$ cat config.mk
export PLATFORM = sky130hd
export DESIGN_NAME = lcd_cmd_sched
export DESIGN_NICKNAME = d
export VERILOG_FILES = /design/src/rtl/lcd_cmd_pkg.sv /design/src/rtl/cmd_fifo.sv /design/src/rtl/lcd_cmd_sched.sv
export SDC_FILE = /design/constraint.sdc
export NUM_CORES = 1
export LEC_CHECK = 0
export CORE_MARGIN = 2
export CORE_UTILIZATION = 55
export DETAILED_ROUTE_END_ITERATION = 8
export GPL_ROUTABILITY_DRIVEN = 1
export PLACE_DENSITY = 0.79
export SLEW_MARGIN = 10
export SYNTH_ARGS = -nofsm -noshare
export SYNTH_HDL_FRONTEND = slang
export SYNTH_SLANG_ARGS = --single-unit
$ cat constraint.sdc
create_clock -name clk -period 3.5 [get_ports clk]
set_clock_uncertainty 0.1 [all_clocks]
set_input_delay 0.35 -clock clk [delete_from_list [all_inputs] [get_ports clk]]
set_output_delay 0.35 -clock clk [all_outputs]
set_load 0.01 [all_outputs]
$ cat src/rtl/lcd_cmd_pkg.sv
// Shared opcode map, scheduler state encoding and opcode classification helpers
// for the LCD command scheduler.
package lcd_cmd_pkg;

  localparam logic [3:0] CMD_WRITE      = 4'd0;
  localparam logic [3:0] CMD_SHIFT_UP   = 4'd1;
  localparam logic [3:0] CMD_SHIFT_DOWN = 4'd2;
  localparam logic [3:0] CMD_SHIFT_LEFT = 4'd3;
  localparam logic [3:0] CMD_SHIFT_RGT  = 4'd4;
  localparam logic [3:0] CMD_MAX        = 4'd5;
  localparam logic [3:0] CMD_MIN        = 4'd6;
  localparam logic [3:0] CMD_AVERAGE    = 4'd7;
  localparam logic [3:0] CMD_CCW        = 4'd8;
  localparam logic [3:0] CMD_CW         = 4'd9;
  localparam logic [3:0] CMD_MIRROR_X   = 4'd10;
  localparam logic [3:0] CMD_MIRROR_Y   = 4'd11;
  localparam logic [3:0] CMD_LAST_LEGAL = 4'd11;

  typedef enum logic [2:0] {
    StLoadWait,
    StIssue,
    StGap,
    StWaitDone,
    StDone
  } sched_state_e;

  function automatic logic is_legal(logic [3:0] op);
    return op <= CMD_LAST_LEGAL;
  endfunction

  function automatic logic is_write(logic [3:0] op);
    return op == CMD_WRITE;
  endfunction

endpackage

$ cat src/rtl/cmd_fifo.sv
// Small synchronous FIFO of 4-bit opcodes; full/empty from wrap-bit pointers.
module cmd_fifo #(
  parameter int unsigned DEPTH = 4
) (
  input  logic       clk,
  input  logic       reset,
  input  logic       push_i,
  input  logic [3:0] data_i,
  input  logic       pop_i,
  output logic       full_o,
  output logic       empty_o,
  output logic [3:0] head_o
);

  localparam int unsigned AW = $clog2(DEPTH);

  logic [3:0]  mem_q [DEPTH];
  logic [AW:0] wr_q, wr_d;
  logic [AW:0] rd_q, rd_d;
  logic        do_push, do_pop;

  assign empty_o = (wr_q == rd_q);
  assign full_o  = (wr_q[AW] != rd_q[AW]) && (wr_q[AW-1:0] == rd_q[AW-1:0]);
  assign head_o  = mem_q[rd_q[AW-1:0]];

  assign do_push = push_i && !full_o;
  assign do_pop  = pop_i && !empty_o;

  always_comb begin
    wr_d = wr_q;
    rd_d = rd_q;
    if (do_push) wr_d = wr_q + 1'b1;
    if (do_pop)  rd_d = rd_q + 1'b1;
  end

  always_ff @(posedge clk or negedge reset) begin
    if (!reset) begin
      wr_q <= '0;
      rd_q <= '0;
    end else begin
      wr_q <= wr_d;
      rd_q <= rd_d;
    end
  end

  // Storage needs no reset: entries are only visible between the pointers.
  always_ff @(posedge clk) begin
    if (do_push) mem_q[wr_q[AW-1:0]] <= data_i;
  end

endmodule

$ cat src/rtl/lcd_cmd_sched.sv
// Two-source round-robin command scheduler with Write barrier, issue gap and
// frame completion tracking in front of the LCD image controller.
module lcd_cmd_sched
  import lcd_cmd_pkg::*;
#(
  parameter int unsigned FIFO_DEPTH = 4,
  parameter int unsigned GAP_CYCLES = 1,
  parameter int unsigned CNT_W      = 8
) (
  input  logic             clk,
  input  logic             reset,
  input  logic             req_a_valid,
  input  logic [3:0]       req_a_cmd,
  output logic             req_a_ready,
  input  logic             req_b_valid,
  input  logic [3:0]       req_b_cmd,
  output logic             req_b_ready,
  input  logic             lcd_busy,
  input  logic             lcd_done,
  output logic [3:0]       lcd_cmd,
  output logic             lcd_cmd_valid,
  output logic             frame_done,
  output logic [CNT_W-1:0] issue_cnt,
  output logic [CNT_W-1:0] drop_cnt
);

  localparam int unsigned GapW = (GAP_CYCLES > 1) ? $clog2(GAP_CYCLES) : 1;
  localparam logic [GapW-1:0] GapInit = GapW'(GAP_CYCLES - 1);

  sched_state_e     state_q, state_d;
  logic [GapW-1:0]  gap_q, gap_d;
  logic             rr_q, rr_d;  // 0: A has priority, 1: B has priority
  logic [3:0]       cmd_q, cmd_d;
  logic             valid_q, valid_d;
  logic [CNT_W-1:0] issue_q, issue_d;
  logic [CNT_W-1:0] drop_q, drop_d;

  logic       full_a, empty_a, full_b, empty_b;
  logic [3:0] head_a, head_b;
  logic       push_a, push_b, pop_a, pop_b;
  logic       accept, in_issue;
  logic       drop_a, drop_b, elig_a, elig_b;
  logic       grant, gnt_a, gnt_b;
  logic [3:0] gnt_cmd;

  cmd_fifo #(.DEPTH(FIFO_DEPTH)) u_fifo_a (
    .clk    (clk),
    .reset  (reset),
    .push_i (push_a),
    .data_i (req_a_cmd),
    .pop_i  (pop_a),
    .full_o (full_a),
    .empty_o(empty_a),
    .head_o (head_a)
  );

  cmd_fifo #(.DEPTH(FIFO_DEPTH)) u_fifo_b (
    .clk    (clk),
    .reset  (reset),
    .push_i (push_b),
    .data_i (req_b_cmd),
    .pop_i  (pop_b),
    .full_o (full_b),
    .empty_o(empty_b),
    .head_o (head_b)
  );

  assign push_a = req_a_valid && req_a_ready;
  assign push_b = req_b_valid && req_b_ready;

  // Arbitration: illegal heads are flushed (A first) without using the grant slot.
  always_comb begin
    in_issue = (state_q == StIssue);
    drop_a   = in_issue && !empty_a && !is_legal(head_a);
    drop_b   = in_issue && !drop_a && !empty_b && !is_legal(head_b);
    elig_a   = !empty_a && is_legal(head_a) &&
               (!is_write(head_a) || empty_b || is_write(head_b));
    elig_b   = !empty_b && is_legal(head_b) &&
               (!is_write(head_b) || empty_a || is_write(head_a));
    grant    = in_issue && !lcd_busy && (elig_a || elig_b);
    gnt_a    = grant && elig_a && (!rr_q || !elig_b);
    gnt_b    = grant && !gnt_a;
    gnt_cmd  = gnt_a ? head_a : head_b;
    pop_a    = drop_a || gnt_a;
    pop_b    = drop_b || gnt_b;
  end

  always_ff @(posedge clk or negedge reset) begin
    if (!reset) begin
      state_q <= StLoadWait;
      gap_q   <= '0;
      rr_q    <= 1'b0;
      cmd_q   <= '0;
      valid_q <= 1'b0;
      issue_q <= '0;
      drop_q  <= '0;
    end else begin
      state_q <= state_d;
      gap_q   <= gap_d;
      rr_q    <= rr_d;
      cmd_q   <= cmd_d;
      valid_q <= valid_d;
      issue_q <= issue_d;
      drop_q  <= drop_d;
    end
  end

  always_comb begin
    state_d = state_q;
    gap_d   = gap_q;
    rr_d    = rr_q;
    cmd_d   = cmd_q;
    valid_d = grant;
    issue_d = issue_q;
    drop_d  = drop_q;
    unique case (state_q)
      StLoadWait: if (!lcd_busy) state_d = StIssue;
      StIssue: begin
        if (grant) begin
          state_d = is_write(gnt_cmd) ? StWaitDone : StGap;
          gap_d   = GapInit;
        end
      end
      StGap: begin
        if (gap_q == '0) state_d = StIssue;
        else             gap_d   = gap_q - GapW'(1);
      end
      StWaitDone: if (lcd_done) state_d = StDone;
      StDone:     state_d = StDone;
      default:    state_d = StLoadWait;
    endcase
    if (grant) begin
      cmd_d   = gnt_cmd;
      rr_d    = gnt_a;
      issue_d = issue_q + CNT_W'(1);
    end
    if ((drop_a || drop_b) && (drop_q != '1)) drop_d = drop_q + CNT_W'(1);
  end

  always_comb begin
    accept        = (state_q == StLoadWait) || (state_q == StIssue) || (state_q == StGap);
    req_a_ready   = accept && !full_a;
    req_b_ready   = accept && !full_b;
    frame_done    = (state_q == StDone);
    lcd_cmd       = cmd_q;
    lcd_cmd_valid = valid_q;
    issue_cnt     = issue_q;
    drop_cnt      = drop_q;
  end

endmodule

==> impl_metrics.env <==
export IMPL_vias_per_cell=5.532
export IMPL_critPathRequiredTime_ps=3630
export IMPL_drtAntennaViolNets=0
export IMPL_die_x_um=80.57
export IMPL_rsz0062_at_grt="false"
export IMPL_grt_ovfl_total=0
export IMPL_async_reset_ff_share_pct=53.62
export IMPL_post_drt_wl_per_cell_um=15.94
export IMPL_gp_congestion=0.9336
export IMPL_grt_util_all_layers_pct=19.08
export IMPL_power_density_nw_per_um2=968.7
export IMPL_dr_first_iter_drc_count=134
export IMPL_clock_sinks=69
export IMPL_synth_common_cells="dfrtp_1, edfxtp_1, xnor2_1"
export IMPL_synth_warnings=0
export IMPL_synth_top_area_share_pct=29.80
export IMPL_peakVddDrop_v=0.0006253
export IMPL_syn_num_nets=252
export IMPL_crit_fanout=18
export IMPL_yosysTopAreaCell="edfxtp_1"
export IMPL_ys_ff_latch=69
export IMPL_yosysMostFrequentCell="dfrtp_1"
export IMPL_slew_headroom_pct=47.01
export IMPL_die_h_um=80.57
export IMPL_violations="hold timing"
export IMPL_crit_type="register to register"
export IMPL_clk_path_buf_depth=2
export IMPL_max_freq_mhz=321.7
export IMPL_io_buffers=37
export IMPL_period_minus_slack_ps=3108
export IMPL_yosys_top_cells_area="edfxtp_1, dfrtp_1, mux4_2"
export IMPL_final_core_util_pct=69.38
export IMPL_min_path_type="input pin to async pin"
export IMPL_synth_avg_cell_area_um2=14.27
export IMPL_cts_resized=0
export IMPL_r2r_slack_ps=390
export IMPL_grt_max_degree=38
export IMPL_status="complete, but fails checks"
export IMPL_drtPass1Iterations=4
export IMPL_combPwrFrac_pct=44.3
export IMPL_p_leak_uw=0.001557
export IMPL_seq_power_share_pct=37.2
export IMPL_cts_tree="yes"
export IMPL_wl_mm=5.547
export IMPL_ios=38
export IMPL_num_vias=1925
export IMPL_die_area_um2=6491
export IMPL_timing_final_hold_violations=29
export IMPL_seq_area_frac_synth_pct=58.52
export IMPL_synth_edf_count=32
export IMPL_cts_setup_buffers=0
export IMPL_clock_root_buffer="clkbuf_8"
export IMPL_maxCapViolCount=0
export IMPL_clockPowerShare_pct=18.5
export IMPL_syn_area_um2=3224
export IMPL_syn_instance_count=226
export IMPL_synth_main_ff_cell="dfrtp_1"
export IMPL_hold_buffers=0
export IMPL_critical_path_arrival_ps=3240
export IMPL_cp_start_kind="register"
export IMPL_end_kind="register"
export IMPL_p_switching_uw=1378
export IMPL_finalMaxSlewViolations=0
export IMPL_cts_htree_levels=3
export IMPL_setup_viol=0
export IMPL_rows=27
export IMPL_worstSkewPairLatency_ps=350
export IMPL_dp_cells=332
export IMPL_fin_crit_sh_pct=88.81
export IMPL_grt_pass1_vias=1834
export IMPL_tns_ps=0
export IMPL_dpl_hpwl_mm=4.115
export IMPL_fin_nets=297
export IMPL_core_um2=5574
export IMPL_cts_clk_slew_worst_paths_ps=70
export IMPL_antenna_found_initial=0
export IMPL_drive_gt1_share_pct=13.77
export IMPL_worstMarginPinSlew_ps=794.8
export IMPL_netlist_cell_type_count=50
export IMPL_cts_made_buffers=9
export IMPL_p_int_uw=2369
export IMPL_start_util_pct=57.85
export IMPL_drc_errors=0
export IMPL_setup_slack_ps=391.6
export IMPL_grt_first_pass_wirelength_mm=8.901
export IMPL_stdcell_count=348
export IMPL_whs_ps=-11.25
export IMPL_pre_cts_slack_ps=398.5
export IMPL_area_growth_syn_to_layout_pct=19.95
export IMPL_antennaDiodeCount=0
export IMPL_power_switching_share_pct=36.77
[power by group through the flow]
stage	sequential, uW	combinational (uW)	clock, uW
after floorplan	1370	1200	0
after global placement	1400	1620	0
after detailed placement	1410	1660	0
after CTS	1400	1670	703
after global routing	1430	1830	740
final	1390	1660	694
[through the flow]
step | total power [uW] | area, um2
final | 3746 | 3867
after global routing | 3997 | 3867
after CTS | 3770 | 3867
after detailed placement | 3071 | 3652
after global placement | 3025 | 3652
after floorplan | 2562 | 3224
[final timing paths]
path / start / to / cells after the start
max reg2reg: u_fifo_b.rd_q[0] / issue_cnt[1] / 5
min reg2reg: issue_cnt[7] / issue_cnt[7] / 1
max: u_fifo_b.rd_q[0] / issue_cnt[1] / 5
min in group clk: issue_cnt[7] / issue_cnt[7] / 1
max in group asynchronous: reset / u_fifo_b.rd_q[2] / 1
min: reset / issue_cnt[7] / 1
[cells by family after synthesis]
| group | count (synthesis) | share of synthesized area [%] |
|---|---|---|
| adders and majority gates | 12 | 4.656 |
| DFF | 69 | 58.52 |
| and+or+nand+nor | 64 | 11.41 |
| buffers and inverters | 10 | 1.669 |
| AOI/OAI and AO/OA | 27 | 7.140 |
| xor gates and xnor gates | 28 | 7.838 |
| muxes | 16 | 8.770 |
[sequential cells by signal, indices dropped and copies added (netlist names)]
name            flops
state_q             3
u_fifo_a.mem_q     16
u_fifo_b.rd_q       3
drop_cnt            8
u_fifo_a.rd_q       3
u_fifo_a.wr_q       3
lcd_cmd             4
lcd_cmd_valid       1
rr_q                1
u_fifo_b.mem_q     16
issue_cnt           8
u_fifo_b.wr_q       3
[cells in the final DEF, fill, tap and decap left out, drive strengths merged, types with 4 or more instances in the layout]
| master | n |
|---|---|
| ha | 12 |
| and3 | 13 |
| o21ai | 5 |
| mux4 | 8 |
| inv | 7 |
| nand4 | 6 |
| edfxtp | 32 |
| xnor2 | 18 |
| clkdlybuf4s50 | 36 |
| mux2 | 6 |
| dfrtp | 37 |
| and2 | 6 |
| xor2 | 10 |
| clkbuf | 10 |
| a21oi | 4 |
| nand2 | 14 |
| nand3 | 7 |
| nor2 | 8 |
[routing by layer]
metal | wire length [um] | vias up | track usage, %
met5 | 0 | - | 0
met4 | 135 | 0 | 9.831
met3 | 221 | 11 | 4.831
met2 | 2612 | 52 | 28.42
met1 | 2577 | 931 | 25.95
li1 | - | 931 | -
[final cells by class]
| cell class | instances | area [um2] |
|---|---|---|
| Clock buffer | 10 | 127.6 |
| Tap cell | 72 | 90.09 |
| Fill cell | 401 | 1707 |
| Clock inverter | 6 | 87.58 |
| Timing Repair Buffer | 37 | 365.4 |
| Sequential cell | 69 | 1887 |
| Multi-Input combinational cell | 147 | 1284 |
| Inverter | 7 | 26.28 |
[worst max-delay path: stages (launching register included)]
cell	delay, ps
dfrtp_1	580
mux4_2	570
or4_4	600
a311oi_2	320
a2bb2oi_4	440
mux2_2	390
Power figures use the tool's default switching activity.
